**config.mk**
```make
export PLATFORM = sky130hd
export DESIGN_NAME = shift_reg_frame_ctrl
export DESIGN_NICKNAME = d
export VERILOG_FILES = /design/src/rtl/shift_reg_frame_ctrl_pkg.sv /design/src/rtl/shift_reg_frame_ctrl_sym_counter.sv /design/src/rtl/shift_reg_frame_ctrl.sv
export SDC_FILE = /design/constraint.sdc
export NUM_CORES = 1
export LEC_CHECK = 0
export CAP_MARGIN = 0
export CORE_MARGIN = 2
export CORE_UTILIZATION = 41
export CTS_CLUSTER_SIZE = 14
export DETAILED_ROUTE_END_ITERATION = 10
export GPL_TIMING_DRIVEN = 1
export PLACE_DENSITY = 0.73
export SYNTH_ARGS = -nofsm -noshare
export SYNTH_HDL_FRONTEND = slang
export SYNTH_SLANG_ARGS = --single-unit
```
**constraint.sdc**
```tcl
create_clock -name clk -period 1.6 [get_ports clk]
set_clock_uncertainty 0.1 [all_clocks]
set_input_delay 0.32 -clock clk [delete_from_list [all_inputs] [get_ports clk]]
set_output_delay 0.32 -clock clk [all_outputs]
set_load 0.01 [all_outputs]
```
**src/rtl/shift_reg_frame_ctrl_pkg.sv**
```systemverilog
// Shared definitions for the shift-register frame controller: state encoding
// and counter width helper.
`timescale 1ns/1ps
package shift_reg_frame_ctrl_pkg;

  typedef enum logic [2:0] {
    ST_IDLE  = 3'd0,
    ST_CLEAR = 3'd1,
    ST_LOAD  = 3'd2,
    ST_FLUSH = 3'd3,
    ST_FULL  = 3'd4
  } frame_state_t;

  // Counter must be able to hold the full-frame value SHIFT_LEN itself.
  function automatic int cntWidth(input int shiftLen);
    return $clog2(shiftLen + 1);
  endfunction

endpackage

```
**src/rtl/shift_reg_frame_ctrl_sym_counter.sv**
```systemverilog
// Symbol counter with synchronous clear (priority) and increment enable.
`timescale 1ns/1ps
module sym_counter #(
  parameter int WIDTH = 5
) (
  input  logic             clk,
  input  logic             i_rst_n,
  input  logic             i_clr,
  input  logic             i_inc,
  output logic [WIDTH-1:0] o_cnt
);

  logic [WIDTH-1:0] r_cnt;

  always_ff @(posedge clk or negedge i_rst_n) begin
    if (!i_rst_n) begin
      r_cnt <= '0;
    end else if (i_clr) begin
      r_cnt <= '0;
    end else if (i_inc) begin
      r_cnt <= r_cnt + WIDTH'(1);
    end
  end

  assign o_cnt = r_cnt;

endmodule

```
**src/rtl/shift_reg_frame_ctrl.sv**
```systemverilog
// Frame controller feeding a downstream shift_reg: clears it, streams one
// frame of SHIFT_LEN symbols into it, then holds until the frame is consumed.
`timescale 1ns/1ps
module shift_reg_frame_ctrl
  import shift_reg_frame_ctrl_pkg::*;
#(
  parameter int SHIFT_LEN = 16,
  parameter int BIT_WIDTH = 4
) (
  input  logic                               clk,
  input  logic                               in_ctr_Arst_n,
  input  logic                               in_start,
  input  logic                               in_abort,
  input  logic                               in_valid,
  input  logic [BIT_WIDTH-1:0]               in_data,
  output logic                               out_ready,
  output logic                               out_Srst,
  output logic                               out_en,
  output logic [BIT_WIDTH-1:0]               out_value,
  output logic [$clog2(SHIFT_LEN+1)-1:0]     out_cnt,
  output logic                               out_frame_full,
  input  logic                               in_frame_ack
);

  localparam int CNT_W = cntWidth(SHIFT_LEN);
  localparam logic [CNT_W-1:0] LAST_CNT = CNT_W'(SHIFT_LEN - 1);

  frame_state_t         r_state;
  frame_state_t         w_nextState;
  logic                 r_loadFlag;
  logic                 w_nextLoadFlag;
  logic                 w_accept;
  logic                 r_srst;
  logic                 r_en;
  logic [BIT_WIDTH-1:0] r_value;
  logic                 r_full;
  logic [CNT_W-1:0]     w_cnt;

  assign out_ready = (r_state == ST_LOAD);

  // Abort overrides everything, including an accept in the same cycle.
  always_comb begin
    w_nextState    = r_state;
    w_nextLoadFlag = r_loadFlag;
    w_accept       = in_valid && out_ready && !in_abort;
    if (in_abort) begin
      w_nextState    = ST_CLEAR;
      w_nextLoadFlag = 1'b0;
    end else begin
      case (r_state)
        ST_IDLE: begin
          if (in_start) begin
            w_nextState    = ST_CLEAR;
            w_nextLoadFlag = 1'b1;
          end
        end
        ST_CLEAR: w_nextState = r_loadFlag ? ST_LOAD : ST_IDLE;
        ST_LOAD: begin
          if (w_accept && (w_cnt == LAST_CNT)) begin
            w_nextState = ST_FLUSH;
          end
        end
        ST_FLUSH: w_nextState = ST_FULL;
        ST_FULL: begin
          if (in_frame_ack) begin
            if (in_start) begin
              w_nextState    = ST_CLEAR;
              w_nextLoadFlag = 1'b1;
            end else begin
              w_nextState = ST_IDLE;
            end
          end
        end
        default: w_nextState = ST_IDLE;
      endcase
    end
  end

  always_ff @(posedge clk or negedge in_ctr_Arst_n) begin
    if (!in_ctr_Arst_n) begin
      r_state    <= ST_IDLE;
      r_loadFlag <= 1'b0;
    end else begin
      r_state    <= w_nextState;
      r_loadFlag <= w_nextLoadFlag;
    end
  end

  // Outputs are registered from the next-state decode so they line up with the state they belong to.
  always_ff @(posedge clk or negedge in_ctr_Arst_n) begin
    if (!in_ctr_Arst_n) begin
      r_srst  <= 1'b0;
      r_en    <= 1'b0;
      r_value <= '0;
      r_full  <= 1'b0;
    end else begin
      r_srst <= (w_nextState == ST_CLEAR);
      r_en   <= w_accept;
      r_full <= (w_nextState == ST_FULL);
      if (w_accept) begin
        r_value <= in_data;
      end
    end
  end

  sym_counter #(
    .WIDTH(CNT_W)
  ) u_symCounter (
    .clk    (clk),
    .i_rst_n(in_ctr_Arst_n),
    .i_clr  (w_nextState == ST_CLEAR),
    .i_inc  (w_accept),
    .o_cnt  (w_cnt)
  );

  assign out_Srst       = r_srst;
  assign out_en         = r_en;
  assign out_value      = r_value;
  assign out_cnt        = w_cnt;
  assign out_frame_full = r_full;

endmodule

```
==> summary.md, run 1 <==
| Metric | Value |
|---|---|
| Run status | finished, violations left |
| Failing checks | negative setup slack |
| Setup ws final | -0.162 ns |
| Routed Antenna Nets | 0 |
| Top Ports | 23 |
| Count of cell types in the netlist | 32 |
| Critical Path Start Type | flip-flop |
| Avg Cell Area, Syn | 12.4 µm² |
| Grt ovf | 0 |
| CTS tree | built |
| Req. time, crit path | 1.68 ns |
| Util after Layout | 72.4% |
| Wl on met1 | 870 µm |
| Power Density | 713 nW/µm² |
| Via-to-Cell Ratio | 4.91 |
| Post-synth ARST share | 100% |
| Crit path max-delay cell type | dfrtp_1 |
| Worst VDD drop | 0.684 mV |
| Seq/Total Area, Yosys | 51.1% |
| Num CTS Buffers | 3 |
| RD Place Congestion | 0.769 |
| First-pass GRT wire length | 2530 µm |
| RSZ-0062 raised after global routing | true |
| Main combinational cell family by area after synthesis | simple AND/OR/NAND/NOR gates |
| PortBufs | 22 |
| Adder-Cell Fraction of Synth Area | 3.19% |
| Vias in the first global route | 597 |
| Initial drt markers | 9 |
| Die Height | 47.7 µm |
| Synth Area in Simple Gates | 19.2% |
| Worst-margin pin slew | 0.267 ns |
| Final setup fails | 8 |
| Hold Violations, Final | 0 |
| Cells on worst reg2reg path | 7 |
| # fillers | 133 |
| Starting Density | 44.4% |
| Sink Count | 16 |
| Synthesized cell area | 783 µm² |
| Synth warnings | 0 |
| Max Slew Vio Count | 0 |
| Seq cells post-synth | 16 |
| Leakage power total | 0.627 nW |
| Post-synth top cells | dfrtp_1 (16), nor3_1 (5), mux2_2 (4), nor2_1 (3), nor2b_1 (3) |
| Top-count cell post-synth | dfrtp_1 |
| H-tree Lvls | 1 |
| # Max-Cap Violations | 0 |
| Post-synth EDFFs | 0 |
| Share of layout cells above drive strength 1 | 42.9% |
| Mapped Cells | 63 |
| CP Max Fanout | 5 |
| Inserted Diodes | 0 |
| Post-synthesis xor/xnor area fraction | 3.35% |
| Post-Syn Nets | 75 |
| CTS max path bufs | 2 |
| Top Metal Used | met4 |
| Nets | 118 |
| Total negative slack | -0.813 ns |
| Clk_lat worst skew | 0.29 ns |
| Compound-Gate Fraction of Synth Area | 11.5% |
| Crit path capture type | flip-flop |
| Die area | 2280 µm² |
| Power consumption | 0.000911 W |
| Area leader, netlist | dfrtp_1 |
| CTS Root Cell | clkbuf_4 |
| Place WS | -0.371 ns |
| Max Clk Rate | 568 MHz |
| Initial antenna violation count | 0 |
| Max incr delay on CP | 0.40 ns |
| Slew margin rel. | 82.2% |
| Crit Path Class | flip-flop to flip-flop |
| DR WL/cell | 14.1 µm |
| Period utilization | 110% |
| HPWL after detailed placement | 1220 µm |
| Arrival time worst endpoint | 1.84 ns |
| Hold WC Path Type | input port to asynchronous set/reset pin |
| Post-synthesis mux area share | 8.31% |
| First-pass detailed-route iteration total | 2 |
| Area growth syn-to-layout | 63.1% |
| # DRC | 0 |
| Ys flop type | dfrtp_1 |
| Gr usage total | 16.7% |
| Top cells by area, synth | dfrtp_1 (51%), mux2_2 (5.8%), ha_1 (3.2%) |
| DR WL met2 | 879 µm |
| Largest net degree at the start of global routing | 17 |
| CP cell instances | ha_2 -> and3_4 -> ha_4 -> a32oi_4 -> a211oi_4 -> buf_6 -> or2_1 |
| Routed wl met3 | 45 µm |
| Synth top area share | 51.1% |
| Site Rows | 15 |
| Area of the core | 1760 µm² |
| DRT Wirelength | 1830 µm |
| Fin crit period | 1.76 ns |
| Die W | 47.7 µm |
| Via count | 638 |
| Clock slew at the register clock pins of the worst setup and hold paths | 0.09 ns |
-- worst paths after layout --
check,startpoint,endpoint,slack [ns]
max,u_symCounter.o_cnt[1]$_DFFE_PN0P_,out_Srst$_DFF_PN0_,-0.16
min,in_ctr_Arst_n,u_symCounter.o_cnt[1]$_DFFE_PN0P_,0.25
max in group asynchronous,in_ctr_Arst_n,r_state[0]$_DFF_PN0_,0.96
max reg2reg,u_symCounter.o_cnt[1]$_DFFE_PN0P_,out_Srst$_DFF_PN0_,-0.16
min in group clk,out_value[1]$_DFFE_PN0P_,out_value[1]$_DFFE_PN0P_,0.41
min reg2reg,out_value[1]$_DFFE_PN0P_,out_value[1]$_DFFE_PN0P_,0.41
-- worst max-delay path, delay by kind of cell (launching register included) --
kind            cells  cell delay (ns)
flops               1             0.40
simple gates        2             0.35
fa+ha+maj           2             0.34
compound gates      2             0.32
buf+inv             1             0.14
-- state kept, by name (all words and copies together) (netlist names) --
register and flops:
out_frame_full 1, out_en 1, r_state 3, out_value 4, r_loadFlag 1, out_Srst 1, u_symCounter.o_cnt 5
-- timing repair --
action / CTS / global route
endpoints found under the hold margin: 0 / 0
hold buffers: 0 / 0
buffers inserted: 1 / 3
gates resized for setup: 17 / 12
endpoints found under the setup margin: 22 / 15
pin swaps: 9 / 3
-- logic make-up after synthesis --
group	Yosys count
AOI/OAI and AO/OA	9
buffers and inverters	4
xor gates and xnor gates	3
and+or+nand+nor	23
adders and majority gates	2
muxes	6
DFF	16
-- where the power goes --
part	total, W	switching (W)	internal (W)
Combinational	0.000195	0.0000790	0.000116
Sequential	0.000451	0.0000193	0.000432
Clock	0.000265	0.000126	0.000139
-- final cells by class --
class / instances / area, µm² / area share, %
repair buffers: 41 / 363 / 28.4
well taps: 25 / 31.3 / 2.45
multi-input cells: 43 / 440 / 34.5
flip-flops and latches: 16 / 403 / 31.5
inverters: 1 / 3.75 / 0.294
clock buffers: 4 / 36.3 / 2.84
-- metrics by stage --
| step | instances | cell area (µm²) | hold WS (ns) |
|---|---|---|---|
| final | 130 | 1280 | 0.248 |
| after floorplan | 63 | 827 | -0.0756 |
| after global routing | 130 | 1280 | 0.271 |
| after CTS | 127 | 1200 | 0.249 |
| after detailed placement | 122 | 1160 | 0.396 |
| after global placement | 122 | 1160 | 0.390 |
-- per-layer routing --
metal	GRT usage, %	vias up
li1	-	307
met4	9.19	0
met1	23.0	313
met3	3.40	4
met5	0	-
met2	24.5	14
-- cells in the final DEF, fill, tap and decap left out, types with 2 or more instances in the layout --
master and n:
dlymetal6s2s_1 2, nand3_1 2, dfrtp_2 2, nor2b_1 3, nor3_2 3, buf_4 16
clkbuf_4 3, nor2_1 3, buf_6 3, dfrtp_1 14, xor2_1 2, mux2_4 4
clkdlybuf4s50_1 10, dlygate4sd2_1 9, mux2i_1 2, nor3_1 2
Power figures use the tool's default switching activity.
==> run 2: changes to the inputs <==
--- a/config.mk
+++ b/config.mk
@@ -8,6 +8,7 @@
 export CAP_MARGIN = 0
 export CORE_MARGIN = 2
 export CORE_UTILIZATION = 41
+export CTS_BUF_LIST = sky130_fd_sc_hd__clkbuf_4 sky130_fd_sc_hd__clkbuf_8 sky130_fd_sc_hd__clkbuf_16
 export CTS_CLUSTER_SIZE = 14
 export DETAILED_ROUTE_END_ITERATION = 10
 export GPL_TIMING_DRIVEN = 1
==> results of run 2 <==
Same layout as run 1: the final DEF is identical, and so are final timing and power.
